### config.mk
export PLATFORM = sky130hd
export DESIGN_NAME = t09_sound_sequencer_flat
export DESIGN_NICKNAME = d
export VERILOG_FILES = /design/src/rtl/t09_sound_sequencer_pkg.sv /design/src/rtl/t09_sound_sequencer_if.sv /design/src/rtl/t09_sound_sequencer_tone_gen.sv /design/src/rtl/t09_sound_sequencer.sv /design/src/flat_wrapper.sv
export SDC_FILE = /design/constraint.sdc
export NUM_CORES = 1
export LEC_CHECK = 0
export BUFFER_PORTS_ARGS = -buffer_cell sky130_fd_sc_hd__buf_2
export CAP_MARGIN = 20
export CORE_ASPECT_RATIO = 1.2
export CORE_UTILIZATION = 55
export CTS_CLUSTER_DIAMETER = 30
export DETAILED_ROUTE_END_ITERATION = 8
export HOLD_SLACK_MARGIN = 0.02
export PLACE_DENSITY = 0.72
export SLEW_MARGIN = 30
export SYNTH_ARGS = -nofsm -noshare
export SYNTH_HDL_FRONTEND = slang
export SYNTH_SLANG_ARGS = --single-unit
### constraint.sdc
create_clock -name clk -period 6.2 [get_ports clk]
set_input_delay 1.24 -clock clk [delete_from_list [all_inputs] [get_ports clk]]
set_output_delay 1.24 -clock clk [all_outputs]
set_load 0.005 [all_outputs]
### src/rtl/t09_sound_sequencer_pkg.sv
// Shared types and default timing constants for the team_09 sound sequencer.
// Defaults assume a 12 MHz system clock.
package t09_sound_pkg;

  typedef enum logic [1:0] {
    ST_IDLE  = 2'd0,
    ST_NOTE1 = 2'd1,
    ST_GAP   = 2'd2,
    ST_NOTE2 = 2'd3
  } state_e;

  // Codes double as priority: a larger code wins.
  typedef enum logic [1:0] {
    SND_NONE = 2'd0,
    SND_MOVE = 2'd1,
    SND_GOOD = 2'd2,
    SND_BAD  = 2'd3
  } sound_e;

  localparam logic [23:0] DEF_NOTE_LEN  = 24'd1_200_000;
  localparam logic [23:0] DEF_CLICK_LEN = 24'd120_000;
  localparam logic [23:0] DEF_GAP_LEN   = 24'd240_000;
  localparam logic [15:0] DEF_HP_GOOD   = 16'd6818;
  localparam logic [15:0] DEF_HP_BAD1   = 16'd13636;
  localparam logic [15:0] DEF_HP_BAD2   = 16'd27272;
  localparam logic [15:0] DEF_HP_MOVE   = 16'd3409;

  function automatic logic [1:0] pick_event(input logic bad, input logic good,
                                            input logic [3:0] dir);
    if (bad) return SND_BAD;
    if (good) return SND_GOOD;
    if (|dir) return SND_MOVE;
    return SND_NONE;
  endfunction

endpackage

### src/rtl/t09_sound_sequencer_if.sv
// Event/status bundle between the game logic and the sound sequencer.
interface t09_sound_sequencer_if;

  logic       enable;
  logic       badColl;
  logic       goodColl;
  logic [3:0] direction;
  logic       speaker;
  logic       busy;
  logic [1:0] sound_id;

  modport master (
    output enable, badColl, goodColl, direction,
    input  speaker, busy, sound_id
  );

  modport slave (
    input  enable, badColl, goodColl, direction,
    output speaker, busy, sound_id
  );

endinterface

### src/rtl/t09_sound_sequencer_tone_gen.sv
// Square-wave generator: toggles the speaker every half_period cycles while run is high.
// restart zeroes the phase so every note starts low with a full first half-period.
module t09_tone_gen (
  input  logic        clk,
  input  logic        nRst,
  input  logic        run,
  input  logic        restart,
  input  logic [15:0] half_period,
  output logic        speaker
);

  logic [15:0] cnt_q, cnt_d;
  logic        spk_q, spk_d;

  always_comb begin
    cnt_d = cnt_q + 16'd1;
    spk_d = spk_q;
    if (!run || restart) begin
      cnt_d = 16'd0;
      spk_d = 1'b0;
    end else if (cnt_q == half_period - 16'd1) begin
      cnt_d = 16'd0;
      spk_d = ~spk_q;
    end
  end

  always_ff @(posedge clk) begin
    if (!nRst) begin
      cnt_q <= 16'd0;
      spk_q <= 1'b0;
    end else begin
      cnt_q <= cnt_d;
      spk_q <= spk_d;
    end
  end

  assign speaker = spk_q;

endmodule

### src/rtl/t09_sound_sequencer.sv
// Priority tone scheduler: picks BAD > GOOD > MOVE and plays a timed note pattern.
// Holds the FSM, the duration counter and the event acceptance rules.
module t09_sound_sequencer
  import t09_sound_pkg::*;
#(
  parameter logic [23:0] NOTE_LEN  = DEF_NOTE_LEN,
  parameter logic [23:0] CLICK_LEN = DEF_CLICK_LEN,
  parameter logic [23:0] GAP_LEN   = DEF_GAP_LEN,
  parameter logic [15:0] HP_GOOD   = DEF_HP_GOOD,
  parameter logic [15:0] HP_BAD1   = DEF_HP_BAD1,
  parameter logic [15:0] HP_BAD2   = DEF_HP_BAD2,
  parameter logic [15:0] HP_MOVE   = DEF_HP_MOVE
) (
  input logic             clk,
  input logic             nRst,
  t09_sound_sequencer_if.slave bus
);

  localparam logic [1:0] S_IDLE  = ST_IDLE;
  localparam logic [1:0] S_NOTE1 = ST_NOTE1;
  localparam logic [1:0] S_GAP   = ST_GAP;
  localparam logic [1:0] S_NOTE2 = ST_NOTE2;

  logic [1:0]  state_q, state_d;
  logic [1:0]  sid_q, sid_d;
  logic [23:0] dur_q, dur_d;
  logic        en_q;

  logic [1:0]  evt;
  logic [23:0] curLen;
  logic        durDone;
  logic        accept;
  logic        toneRun;
  logic        toneRestart;
  logic [15:0] halfPeriod;
  logic        speakerW;

  always_comb begin
    evt = pick_event(bus.badColl, bus.goodColl, bus.direction);

    case (state_q)
      S_NOTE1: curLen = (sid_q == SND_MOVE) ? CLICK_LEN : NOTE_LEN;
      S_GAP:   curLen = GAP_LEN;
      default: curLen = NOTE_LEN;
    endcase
    durDone = (dur_q == curLen - 24'd1);

    state_d = state_q;
    sid_d   = sid_q;
    dur_d   = dur_q + 24'd1;

    case (state_q)
      S_IDLE: begin
        sid_d = SND_NONE;
        dur_d = 24'd0;
      end
      S_NOTE1: begin
        if (durDone) begin
          dur_d = 24'd0;
          if (sid_q == SND_BAD) begin
            state_d = S_GAP;
          end else begin
            state_d = S_IDLE;
            sid_d   = SND_NONE;
          end
        end
      end
      S_GAP: begin
        if (durDone) begin
          state_d = S_NOTE2;
          dur_d   = 24'd0;
        end
      end
      default: begin
        if (durDone) begin
          state_d = S_IDLE;
          sid_d   = SND_NONE;
          dur_d   = 24'd0;
        end
      end
    endcase

    // A sound about to end behaves like IDLE, so the next event chains without a gap.
    // en_q blocks events on the cycle enable first rises.
    accept = bus.enable && en_q && (evt != SND_NONE) &&
             ((state_d == S_IDLE) || (evt >= sid_q));

    if (accept) begin
      state_d = S_NOTE1;
      sid_d   = evt;
      dur_d   = 24'd0;
    end

    if (!bus.enable) begin
      state_d = S_IDLE;
      sid_d   = SND_NONE;
      dur_d   = 24'd0;
    end

    toneRun     = (state_d == S_NOTE1) || (state_d == S_NOTE2);
    toneRestart = accept || (state_d != state_q);

    if (state_d == S_NOTE2) begin
      halfPeriod = HP_BAD2;
    end else begin
      case (sid_d)
        SND_MOVE: halfPeriod = HP_MOVE;
        SND_BAD:  halfPeriod = HP_BAD1;
        default:  halfPeriod = HP_GOOD;
      endcase
    end
  end

  always_ff @(posedge clk) begin
    if (!nRst) begin
      state_q <= S_IDLE;
      sid_q   <= SND_NONE;
      dur_q   <= 24'd0;
      en_q    <= 1'b0;
    end else begin
      state_q <= state_d;
      sid_q   <= sid_d;
      dur_q   <= dur_d;
      en_q    <= bus.enable;
    end
  end

  t09_tone_gen u_tone (
    .clk         (clk),
    .nRst        (nRst),
    .run         (toneRun),
    .restart     (toneRestart),
    .half_period (halfPeriod),
    .speaker     (speakerW)
  );

  assign bus.speaker  = speakerW;
  assign bus.busy     = (state_q != S_IDLE);
  assign bus.sound_id = sid_q;

endmodule

### src/flat_wrapper.sv
// flat-port wrapper written by rule: the top's interface ports become plain ports
module t09_sound_sequencer_flat import t09_sound_pkg::*;
#(
  parameter logic [23:0] NOTE_LEN  = DEF_NOTE_LEN,
  parameter logic [23:0] CLICK_LEN = DEF_CLICK_LEN,
  parameter logic [23:0] GAP_LEN   = DEF_GAP_LEN,
  parameter logic [15:0] HP_GOOD   = DEF_HP_GOOD,
  parameter logic [15:0] HP_BAD1   = DEF_HP_BAD1,
  parameter logic [15:0] HP_BAD2   = DEF_HP_BAD2,
  parameter logic [15:0] HP_MOVE   = DEF_HP_MOVE
)
  (clk, nRst, bus_enable, bus_badColl, bus_goodColl, bus_direction, bus_speaker, bus_busy, bus_sound_id);
  t09_sound_sequencer_if bus_i ();
  input logic clk;
  input logic nRst;
  input wire logic [$bits(bus_i.enable)-1:0] bus_enable;
  input wire logic [$bits(bus_i.badColl)-1:0] bus_badColl;
  input wire logic [$bits(bus_i.goodColl)-1:0] bus_goodColl;
  input wire logic [$bits(bus_i.direction)-1:0] bus_direction;
  output wire logic [$bits(bus_i.speaker)-1:0] bus_speaker;
  output wire logic [$bits(bus_i.busy)-1:0] bus_busy;
  output wire logic [$bits(bus_i.sound_id)-1:0] bus_sound_id;
  assign bus_i.enable = bus_enable;
  assign bus_i.badColl = bus_badColl;
  assign bus_i.goodColl = bus_goodColl;
  assign bus_i.direction = bus_direction;
  assign bus_speaker = bus_i.speaker;
  assign bus_busy = bus_i.busy;
  assign bus_sound_id = bus_i.sound_id;
  t09_sound_sequencer #(.NOTE_LEN(NOTE_LEN), .CLICK_LEN(CLICK_LEN), .GAP_LEN(GAP_LEN), .HP_GOOD(HP_GOOD), .HP_BAD1(HP_BAD1), .HP_BAD2(HP_BAD2), .HP_MOVE(HP_MOVE)) u_core (.clk(clk), .nRst(nRst), .bus(bus_i));
endmodule
# Word level (Yosys, flattened, before mapping)
# Index checks and enable logic that the tools add are counted.
# word_totals
ff_bits	46
input_bits	9
wordCells	70
# op_classes
n_addsub	4
order_cmp	1
eq_ne	11
muxes	29
n_bitwise	3
reduce_logical	16
# op_table
op	count
$pmux 24 s2	1
$mux 2	17
$pmux 14 s2	1
$add 24x1->24 const B	1
$eq 24x24->1	1
$sub 24x1->24 const B	1
$mux 21	1
$add 16x1->16 const B	1
$eq 16x16->1	1
$mux 16	1
$sub 16x1->16 const B	1
$pmux 2 s3	2
$eq 2x1->1 const B	4
$eq 2x2->1 const B	4
$mux 1	6
$reduce_or 5->1	1
$logic_not 2->1	2
$logic_or 1x1->1	4
$reduce_bool 2->1	2
$reduce_or 4->1	1
$logic_and 1x1->1	3
$not 1->1	3
$reduce_or 3->1	1
$ge 2x2->1	1
other kinds (3)	3

# Logic depth before layout (Yosys ltp)
# Gate-level depths: netlist (run 1).
# logic_depth
ltp_word	18
depth_mapped	22
depth_no_buf	20

# Cells and area by module
# A second synthesis (run 1) with hierarchy kept.
# unflattened
hier_cells	385
hier_area_um2	3105.5
# modules_own_cells
mod	instances	cells_per_inst	area_each_um2	seq_area_each_um2
t09_sound_sequencer	1	220	1798.0	580.6
t09_tone_gen	1	165	1307.5	340.3

# Worst setup path after synthesis (run 1)
# Ideal clock, no wire load.
# synth_path
path_kind	input to register
from	in bus_direction[1]
to	reg u_core.u_tone.cnt_q[10]
t_arrival_ns	4.918
setup_slack_ns	1.147
cell_stages	21
n_path_buf	2
cell_sequence	nor4_1 > nor2_1 > nor2_1 > ha_1 > nand2b_1 > a21oi_1 > inv_1 > and3_2 > or3_1 > buf_6 > clkinv_4 > nor2_1 > o21ai_0 > ha_1 > xnor2_1 > nor3_1 > o2111ai_1 > nand4b_2 > nor3_2 > buf_6 > nor3_2
# synth_via
elab_chain_len	18
word_cells_on_any_way	31
# synth_lines
element	line_no	source
start, declared	flat_wrapper.sv:19	input wire logic [$bits(bus_i.direction)-1:0] bus_direction;
$reduce_or 4->1 (*)	t09_sound_sequencer_pkg.sv:32	if (|dir) return SND_MOVE;
$mux 1 (2 in series)	t09_sound_sequencer_pkg.sv:32	
$mux 1	t09_sound_sequencer_pkg.sv:31	if (good) return SND_GOOD;
$mux 2 (*)	t09_sound_sequencer_pkg.sv:33	return SND_NONE;
$mux 2 (*)	t09_sound_sequencer_pkg.sv:32	
$mux 2 (*)	t09_sound_sequencer_pkg.sv:31	
$ge 2x2->1 or $reduce_bool 2->1 (tied branches)	t09_sound_sequencer.sv:86, t09_sound_sequencer.sv:85	
$logic_or 1x1->1 or $logic_and 1x1->1 (tied branches)	t09_sound_sequencer.sv:86, t09_sound_sequencer.sv:85	
$logic_and 1x1->1	t09_sound_sequencer.sv:85	accept = bus.enable && en_q && (evt != SND_NONE) &&
$mux 2	t09_sound_sequencer.sv:88	if (accept) begin
$mux 2	t09_sound_sequencer.sv:94	if (!bus.enable) begin
$eq 2x2->1 or $eq 2x1->1 (tied branches)	t09_sound_sequencer.sv:106	case (sid_d)
$pmux 14 s2	t09_sound_sequencer.sv:106	
$mux 16	t09_sound_sequencer.sv:103	if (state_d == S_NOTE2) begin
$sub 16x1->16	t09_sound_sequencer_tone_gen.sv:21	end else if (cnt_q == half_period - 16'd1) begin
$eq 16x16->1	t09_sound_sequencer_tone_gen.sv:21	
$reduce_or 3->1 (no line) (*)	n/a	
end signal, assigned	t09_sound_sequencer_tone_gen.sv:32	cnt_q <= cnt_d;
end, declared	t09_sound_sequencer_tone_gen.sv:12	logic [15:0] cnt_q, cnt_d;
# Mark *: on every way between the ends. The rest lies on a longest branch, timed or not. The select of a mux whose other input is x is not followed.
# A chain may end at the register's enable or synchronous reset.

# Worst setup path in the final report (run 1)
# layout_path
from	in bus_direction[1]
to	reg u_core.u_tone.cnt_q[1]
# Same word-level chain as after synthesis.

==> key figures, run 1 <==
Job
  – Max Cap Violations: 0

Finish
  – Layout Nets: 383
  – Commonest non-fill, non-tap cells in the layout: nor2_1 (53), dfxtp_1 (46), nand2_1 (27), xnor2_1 (25), nand3_1 (23)
  – Area of the multi-input gates: 1890 µm²
  – N_diodes: 0
  – Synth-to-layout area growth: 7.48%
  – Final core occ: 0.624
  – Share of layout cells above drive strength 1: 0.152
  – Fill cells: 456
  – Most common cell after layout, fill and taps aside: nor2_1
  – Reg area: 921 µm²

Clock network
  – Clock Pin Slew Worst Setup and Hold Paths: 0.09 ns
  – CTS tree: done
  – CTS buffer count: 5
  – # clock sinks: 46
  – H-tree depth: 2
  – Post-CTS Resized: 0
  – Hold-fix buffers, CTS: 0
  – CTS Root Cell: clkbuf_8
  – Postcts setup bufs: 0
  – Skew-Pair Late Insertion Delay: 0.30 ns
  – Max clock buf depth: 2

Setup path
  – CP Cell Sequence: buf_2 > nor4_1 > nor2_1 > nor2_1 > ha_1 > nand2b_1 > a21oi_1 > inv_1 > and3_2 > or3_1 > clkinv_4 > nor2_1 > o21ai_0 > ha_1 > nor2b_1 > o211ai_1 > nand3_1 > a211oi_2 > nor3_2 > buf_4 > nor3b_1
  – Crit path top cell by count: nor2_1
  – Crit start category: input pin
  – Critical Path AT: 5.51 ns
  – Worst path required time: 6.41 ns
  – Critical-path top delay cell: or3_1
  – CP max FO: 16
  – CP Capture Type: flip-flop
  – Max stage delay on crit path: 0.51 ns
  – Kind of critical path: in -> reg

Synthesis
  – Asr flop ratio synth: 0
  – Main synth FF type: dfxtp_1
  – Cell Area, Synth: 2930 µm²
  – Post-Synthesis Cells: 349
  – Yosys cell types: 65
  – Avg Cell Area, Syn: 8.39 µm²
  – EDFF count, synth: 0
  – Synth Register Bits: 46
  – Syn_nets: 371
  – Yosys warnings: 0
  – Sequential share of the synthesized area: 0.314

GRT
  – Initial antenna violation count: 0
  – Total track usage: 0.221
  – First-pass GRT wire length: 9.49 mm
  – Gr ovfl total: 0
  – Vias in the first global route: 2199
  – Largest net degree at the start of global routing: 24

STA
  – Worst slew margin: 0.522
  – Final Hold Vio Count: 0
  – Max Clock Skew: 0.00910 ns
  – Final setup vio count: 0
  – Fin Hold WS: 0.479 ns
  – Fmax: 0.189 GHz
  – Fin. max-slew vios: 0
  – RSZ-0062 raised after global routing: false
  – Worst Tran Pin Value: 0.715 ns
  – Min Tclk post-route: 5.29 ns
  – TNS Setup: 0 ns
  – Final period utilization: 0.854

Power and ir drop
  – Leakage: 1.04 nW
  – Tot Pwr: 0.594 mW
  – Pwr dens: 189 nW/µm²
  – VDD IR max: 0.000126 V

Floorplan
  – Starting Density: 0.581
  – Die area: 5620 µm²
  – Io pins: 13
  – Std cell rows: 28
  – Die height: 81.9 µm
  – Core box area: 5040 µm²
  – Die extent in x: 68.6 µm

Place
  – # port buffers: 12
  – Dpl hpwl: 4.25 mm
  – Routability cong.: 0.831

Drt
  – Routed wire length: 5.71 mm
  – Antenna Nets Post-Route: 0
  – Drt wl/cell: 13.5 µm
  – Via count: 2416
  – Residual DRC: 0
  – DR pass1 iterations: 4
  – Iteration-0 DRC Markers: 128
  – Drt via density: 5.73

Hold path
  – Hold WC Path Type: reg -> reg

Status
  – Status: finished clean
[cell families (layout without fill, tap and decap cells)]
group                      Yosys count  count (layout)  share of synthesized area
xor gates and xnor gates            39              39                      0.117
and+or+nand+nor                    177             177                      0.331
DFF                                 46              46                      0.314
buffers and inverters               21              34                     0.0419
adders and majority gates           13              13                     0.0555
AOI/OAI and AO/OA                   45              45                      0.111
muxes                                8               8                     0.0295
[critical path, delay by kind of cell]
| kind | cells | cell delay [ns] |
|---|---|---|
| simple gates | 11 | 2.11 |
| compound gates | 4 | 0.94 |
| fa+ha+maj | 2 | 0.65 |
| buf+inv | 4 | 0.56 |
[per-layer routing]
layer  vias to the layer above  wire length (µm)  global-route usage
met1                      1115              2760               0.274
met5                         -                 0                   0
li1                       1255                 -                   -
met4                         0                75              0.0833
met2                        36              2680               0.371
met3                        10               187              0.0444
[through the flow]
stage                     instances  cell area [µm²]  worst slack, ns
after floorplan                 349             2930             1.15
after global placement          413             3000            0.812
after detailed placement        413             3000            0.585
after CTS                       421             3140            0.902
after global routing            422             3150            0.572
final                           422             3150            0.905
[state kept, by name, indices dropped and copies added (netlist names)]
| register | count |
|---|---|
| u_core.en_q | 1 |
| u_core.u_tone.cnt_q | 16 |
| u_core.state_q | 2 |
| u_core.bus.sound_id | 2 |
| u_core.u_tone.speaker | 1 |
| u_core.dur_q | 24 |
[where the power goes]
part | internal [mW] | switching (mW) | total, mW
Clock | 0.162 | 0.108 | 0.269
Combinational | 0.0115 | 0.0165 | 0.0280
Sequential | 0.296 | 0.00113 | 0.297
[final cells by class]
type,count,area share
sequential,46,0.293
clock inverter,3,0.0219
multi-input combinational,282,0.599
inverter,12,0.0159
timing repair buffer,14,0.0250
tap,60,0.0238
clock buffer,5,0.0219
[path summary, 6_finish.rpt]
check             depth (start not counted)             startpoint                endpoint  slack [ns]
hold / removal                            2  u_core.u_tone.speaker   u_core.u_tone.speaker        0.48
setup / recovery                         21       bus_direction[1]  u_core.u_tone.cnt_q[1]        0.91
setup reg to reg                         21      u_core.state_q[0]  u_core.u_tone.cnt_q[1]        1.38
hold reg to reg                           2  u_core.u_tone.speaker   u_core.u_tone.speaker        0.48
[cells in the mapped netlist (all sizes together) (3+ instances only)]
library cell   n  area [µm²]
dfxtp         46         921
o21ai          7        35.0
nand4          6        37.5
and4           3        26.3
ha            13         163
and3          10        65.1
nand2         28         108
mux2i          6        60.1
nand2b         5        31.3
xnor2         25         219
and2           3        21.3
o22ai          5        37.5
nor3          23         170
nand3         23         115
xor2          14         123
nor4           3        25.0
buf            4        38.8
a211oi         3        27.5
nor2          54         205
or4            3        30.0
inv           11        41.3
a21oi         12        60.1
clkbuf         3        11.3
nand3b         4        30.0
No activity file was read; power rests on OpenSTA's default activity.
==> inputs of run 2 (changes only) <==
SYNTH_HIERARCHICAL = 1   (was not set)
clock period = 6.3 ns   (was 6.2 ns; I/O delays follow)
==> key figures, run 2 <==
Status
  – Status: finished with violations
  – Failing checks: design-rule violations

Job
  – Max Cap Violations: 0

Synthesis
  – Most common cell in the netlist: nor2_1
  – Top cells by area, synth: dfxtp_1 (30%), xnor2_1 (8.2%), nor2_1 (7.6%)
  – Synth Register Bits: 46
  – EDFF count, synth: 0
  – Avg Cell Area, Syn: 8.07 µm²
  – Synth top area share: 0.297
  – Post-Synthesis Cells: 385
  – Yosys cell types: 59
  – Sequential share of the synthesized area: 0.297
  – Asr flop ratio synth: 0
  – Post-synth top cells: nor2_1 (63), dfxtp_1 (46), xnor2_1 (29)
  – Cell Area, Synth: 3110 µm²
  – Main synth FF type: dfxtp_1
  – Yosys warnings: 6
  – Area leader, netlist: dfxtp_1
  – Syn_nets: 405

Power and ir drop
  – Pint: 0.436 mW
  – Psw: 0.141 mW
  – Tot Pwr: 0.577 mW
  – VDD IR max: 0.000126 V
  – Sequential Power Share: 0.512
  – Leakage: 1.19 nW
  – Power share of the combinational group: 0.106
  – Pwr dens: 173 nW/µm²
  – Clk pwr share: 0.382
  – Net Sw Frac: 0.244

Floorplan
  – Die extent in x: 70.6 µm
  – Starting Density: 0.578
  – Core box area: 5370 µm²
  – Io pins: 13
  – Die height: 84.3 µm
  – Die area: 5950 µm²
  – Std cell rows: 29

Setup path
  – Kind of critical path: reg -> reg
  – WP buf/inv: 3
  – Critical Path AT: 5.80 ns
  – Crit start category: flip-flop
  – Critical-path top delay cell: nor4_2
  – CP Capture Type: flip-flop
  – Worst path required time: 6.49 ns
  – CP max FO: 16
  – Crit-path leading delay family: simple AND/OR/NAND/NOR gates
  – Max stage delay on crit path: 0.60 ns
  – CP Cell Sequence: inv_1 > ha_1 > nand2b_1 > a21oi_1 > mux2i_1 > nor4_2 > a21oi_1 > a31oi_4 > mux2i_1 > nor2_1 > inv_1 > ha_1 > or4b_4 > or3_1 > a311o_1 > a221oi_2 > nand4_1 > o21ai_2 > buf_4 > nor2_1

STA
  – RSZ-0062 raised after global routing: false
  – Final Hold Vio Count: 0
  – Worst Tran Pin Value: 0.623 ns
  – Post-route setup slack: 0.688 ns
  – Fmax: 0.178 GHz
  – Fin. max-slew vios: 0
  – Final setup vio count: 0
  – Max Clock Skew: 0.00699 ns
  – Worst slew margin: 0.583
  – Final period utilization: 0.891
  – TNS Setup: 0 ns
  – Fin Hold WS: 0.481 ns
  – Min Tclk post-route: 5.61 ns

Drt
  – Residual DRC: 8
  – Iteration-0 DRC Markers: 161
  – DR pass1 iterations: 6
  – Antenna Nets Post-Route: 0
  – Via count: 2685
  – Drt wl/cell: 13.7 µm
  – Routed wire length: 6.33 mm
  – Drt via density: 5.82

Place
  – Pre-CTS setup slack: 0.437 ns
  – Dpl hpwl: 4.71 mm
  – # port buffers: 12
  – Routability cong.: 0.868

Finish
  – Commonest non-fill, non-tap cells in the layout: nor2_1 (63), dfxtp_1 (46), xnor2_1 (29), xor2_1 (25)
  – N_diodes: 0
  – Layout Nets: 418
  – Fill cells: 493
  – Share of layout cells above drive strength 1: 0.0952
  – Top flop regs: u_core/dur_q x24, u_core/u_tone/cnt_q x16
  – Max FFs per register: 24
  – Most common cell after layout, fill and taps aside: nor2_1
  – Final core occ: 0.621
  – Largest Register: u_core/dur_q
  – Synth-to-layout area growth: 7.33%

GRT
  – First-pass GRT wire length: 11.0 mm
  – Largest net degree at the start of global routing: 24
  – Gr ovfl total: 0
  – Vias in the first global route: 2416
  – Total track usage: 0.227
  – Initial antenna violation count: 0

Clock network
  – Max clock buf depth: 2
  – CTS Root Cell: clkbuf_8
  – Skew-Pair Late Insertion Delay: 0.30 ns
  – Post-CTS Resized: 0
  – Postcts setup bufs: 0
  – Hold-fix buffers, CTS: 0
  – CTS tree: done
  – CTS buffer count: 5
  – # clock sinks: 46
  – H-tree depth: 2
  – Clock Pin Slew Worst Setup and Hold Paths: 0.09 ns

Hold path
  – Hold WC Path Type: reg -> reg
run 2: power groups by stage:
stage          registers [mW]  clock network, mW  logic, mW
2_1_floorplan           0.301                  0     0.0454
3_3_place_gp            0.302                  0     0.0594
3_5_place_dp            0.302                  0     0.0604
4_1_cts                 0.295              0.228     0.0607
5_1_grt                 0.296              0.235     0.0681
6_report                0.295              0.220     0.0612
run 2: cell type report:
class	instances	area [µm²]	share of cell area
clock buffer	6	72.6	0.0218
clock inverter	2	37.5	0.0113
inverter	11	41.3	0.0124
multi-input combinational	317	2090	0.626
sequential	46	921	0.276
tap	62	77.6	0.0233
timing repair buffer	17	97.6	0.0293
run 2: stage by stage:
stage / cells / instance area [µm²]
6_report: 461 / 3330
5_1_grt: 461 / 3330
4_1_cts: 461 / 3330
3_5_place_dp: 453 / 3220
3_3_place_gp: 453 / 3220
2_1_floorplan: 385 / 3110
run 2: path summary, 6_finish.rpt:
check,startpoint,to,slack [ns],cells after the start
setup reg to reg,u_core/state_q[0],u_core/u_tone/cnt_q[12],0.69,20
hold / removal,u_core/dur_q[0],u_core/dur_q[0],0.48,1
setup / recovery,u_core/state_q[0],u_core/u_tone/cnt_q[12],0.69,20
hold reg to reg,u_core/dur_q[0],u_core/dur_q[0],0.48,1
run 2: layer usage:
layer | GRT usage | part of all wire
met1 | 0.305 | 0.48
met2 | 0.374 | 0.47
met3 | 0.0312 | 0.033
met4 | 0.0745 | 0.017
met5 | 0 | 0
run 2: logic make-up (layout without fill, tap and decap cells):
group | after synthesis | count (layout) | share of synthesized area
buffers and inverters | 22 | 36 | 0.0318
flip-flops | 46 | 46 | 0.297
XOR/XNOR | 54 | 54 | 0.152
AO/OA/AOI/OAI | 48 | 48 | 0.111
other | 1 | 1 | 0.00121
adder cells (fa/ha/maj) | 11 | 11 | 0.0443
AND/OR/NAND/NOR | 194 | 194 | 0.332
multiplexers | 9 | 9 | 0.0306
==> inputs of run 3 (changes only) <==
CORE_ASPECT_RATIO = not set   (was 1.2)
==> key figures, run 3 (synthesized netlist as in run 2, its figures left out) <==
Floorplan
  – Die area: 5950 µm²
  – Starting Density: 0.589
  – Die height: 77.1 µm
  – Die extent in x: 77.1 µm
  – Core box area: 5270 µm²
  – Std cell rows: 26
  – Io pins: 13

Clock network
  – CTS buffer count: 5
  – CTS tree: done
  – # clock sinks: 46
  – Postcts setup bufs: 0
  – Skew-Pair Late Insertion Delay: 0.30 ns
  – CTS Root Cell: clkbuf_8
  – Hold-fix buffers, CTS: 0
  – Max clock buf depth: 2
  – Clock Pin Slew Worst Setup and Hold Paths: 0.09 ns
  – Post-CTS Resized: 0
  – H-tree depth: 2

Status
  – Status: finished clean

Drt
  – Via count: 2675
  – Antenna Nets Post-Route: 0
  – Routed wire length: 6.46 mm
  – Drt wl/cell: 13.8 µm
  – Residual DRC: 0
  – DR pass1 iterations: 4
  – Iteration-0 DRC Markers: 103
  – Drt via density: 5.70

STA
  – Fin. max-slew vios: 0
  – TNS Setup: 0 ns
  – Worst Tran Pin Value: 0.629 ns
  – Fin Hold WS: 0.471 ns
  – Max Clock Skew: 0.00877 ns
  – Worst slew margin: 0.577
  – Min Tclk post-route: 5.73 ns
  – Final setup vio count: 0
  – Final Hold Vio Count: 0
  – Fmax: 0.175 GHz
  – Final period utilization: 0.909
  – RSZ-0062 raised after global routing: false

Setup path
  – Critical Path AT: 5.92 ns
  – Crit start category: flip-flop
  – Worst path required time: 6.49 ns
  – CP Capture Type: flip-flop
  – CP max FO: 16
  – Kind of critical path: reg -> reg

Finish
  – Max FFs per register: 24
  – Layout Nets: 418
  – Final core occ: 0.635
  – Commonest non-fill, non-tap cells in the layout: nor2_1 (63), dfxtp_1 (46), xnor2_1 (29), xor2_1 (25)
  – Largest Register: u_core/dur_q
  – Fill cells: 481
  – Top flop regs: u_core/dur_q x24, u_core/u_tone/cnt_q x16
  – Synth-to-layout area growth: 7.74%
  – Share of layout cells above drive strength 1: 0.0977
  – N_diodes: 0
  – Most common cell after layout, fill and taps aside: nor2_1

Power and ir drop
  – Tot Pwr: 0.578 mW
  – Pwr dens: 173 nW/µm²
  – Leakage: 1.20 nW
  – VDD IR max: 0.000140 V

GRT
  – Largest net degree at the start of global routing: 24
  – Vias in the first global route: 2518
  – Gr ovfl total: 0
  – Initial antenna violation count: 0
  – First-pass GRT wire length: 11.5 mm
  – Total track usage: 0.235

Place
  – Dpl hpwl: 4.80 mm
  – Routability cong.: 0.904
  – # port buffers: 12

Hold path
  – Hold WC Path Type: reg -> reg

Job
  – Max Cap Violations: 0
[run 3: cell count changes in the layout (fill, tap and decap cells not counted), sizes merged]
cell      before  now
clkbuf         6    5
clkinv         0    1
clkinvlp       1    0
inv           11   12
[run 3: per-layer routing]
metal  wire [µm]  global-route usage  up-vias
met4          45              0.0566        0
li1            -                   -     1373
met2        2810               0.364       68
met3         362              0.0583        6
met5           0                   0        -
met1        3240               0.326     1228
[run 3: where the power goes]
| group | internal (mW) | switching [mW] | total (mW) |
|---|---|---|---|
| sequential | 0.292 | 0.00291 | 0.295 |
| combinational | 0.0255 | 0.0356 | 0.0611 |
| clock | 0.119 | 0.103 | 0.222 |
[run 3: worst paths after layout]
kind              slack [ns]  cells after the start                      end              start
setup reg to reg        0.57                     20  u_core/u_tone/cnt_q[12]  u_core/state_q[0]
setup / recovery        0.57                     20  u_core/u_tone/cnt_q[12]  u_core/state_q[0]
hold / removal          0.47                      1          u_core/dur_q[0]    u_core/dur_q[0]
hold reg to reg         0.47                      1          u_core/dur_q[0]    u_core/dur_q[0]
[run 3: stage by stage]
step / cell area, µm² / worst slack [ns] / cells
final: 3350 / 0.573 / 469
after global routing: 3350 / 0.152 / 469
after CTS: 3350 / 0.618 / 469
after detailed placement: 3230 / 0.378 / 461
after global placement: 3230 / 0.554 / 461
after floorplan: 3110 / 0.615 / 385
[run 3: layout make-up]
cell class / instances / area [µm²] / area share
clock buffer: 5 / 68.8 / 0.0206
clock inverter: 3 / 43.8 / 0.0131
inverter: 11 / 41.3 / 0.0123
multi-input combinational: 317 / 2090 / 0.623
sequential: 46 / 921 / 0.275
tap: 70 / 87.6 / 0.0262
timing repair buffer: 17 / 97.6 / 0.0292
[run 3: critical path, stage by stage, from the launching register on]
cell      delay (ns)
dfxtp_1         0.48
inv_1           0.16
ha_1            0.33
nand2b_1        0.18
a21oi_1         0.16
mux2i_1         0.14
nor4_2          0.62
a21oi_1         0.22
a31oi_4         0.39
mux2i_1         0.36
nor2_1          0.10
inv_1           0.07
ha_1            0.32
or4b_4          0.53
or3_1           0.36
a311o_1         0.31
a221oi_2        0.24
nand4_1         0.19
o21ai_2         0.15
buf_4           0.22
nor2_1          0.07
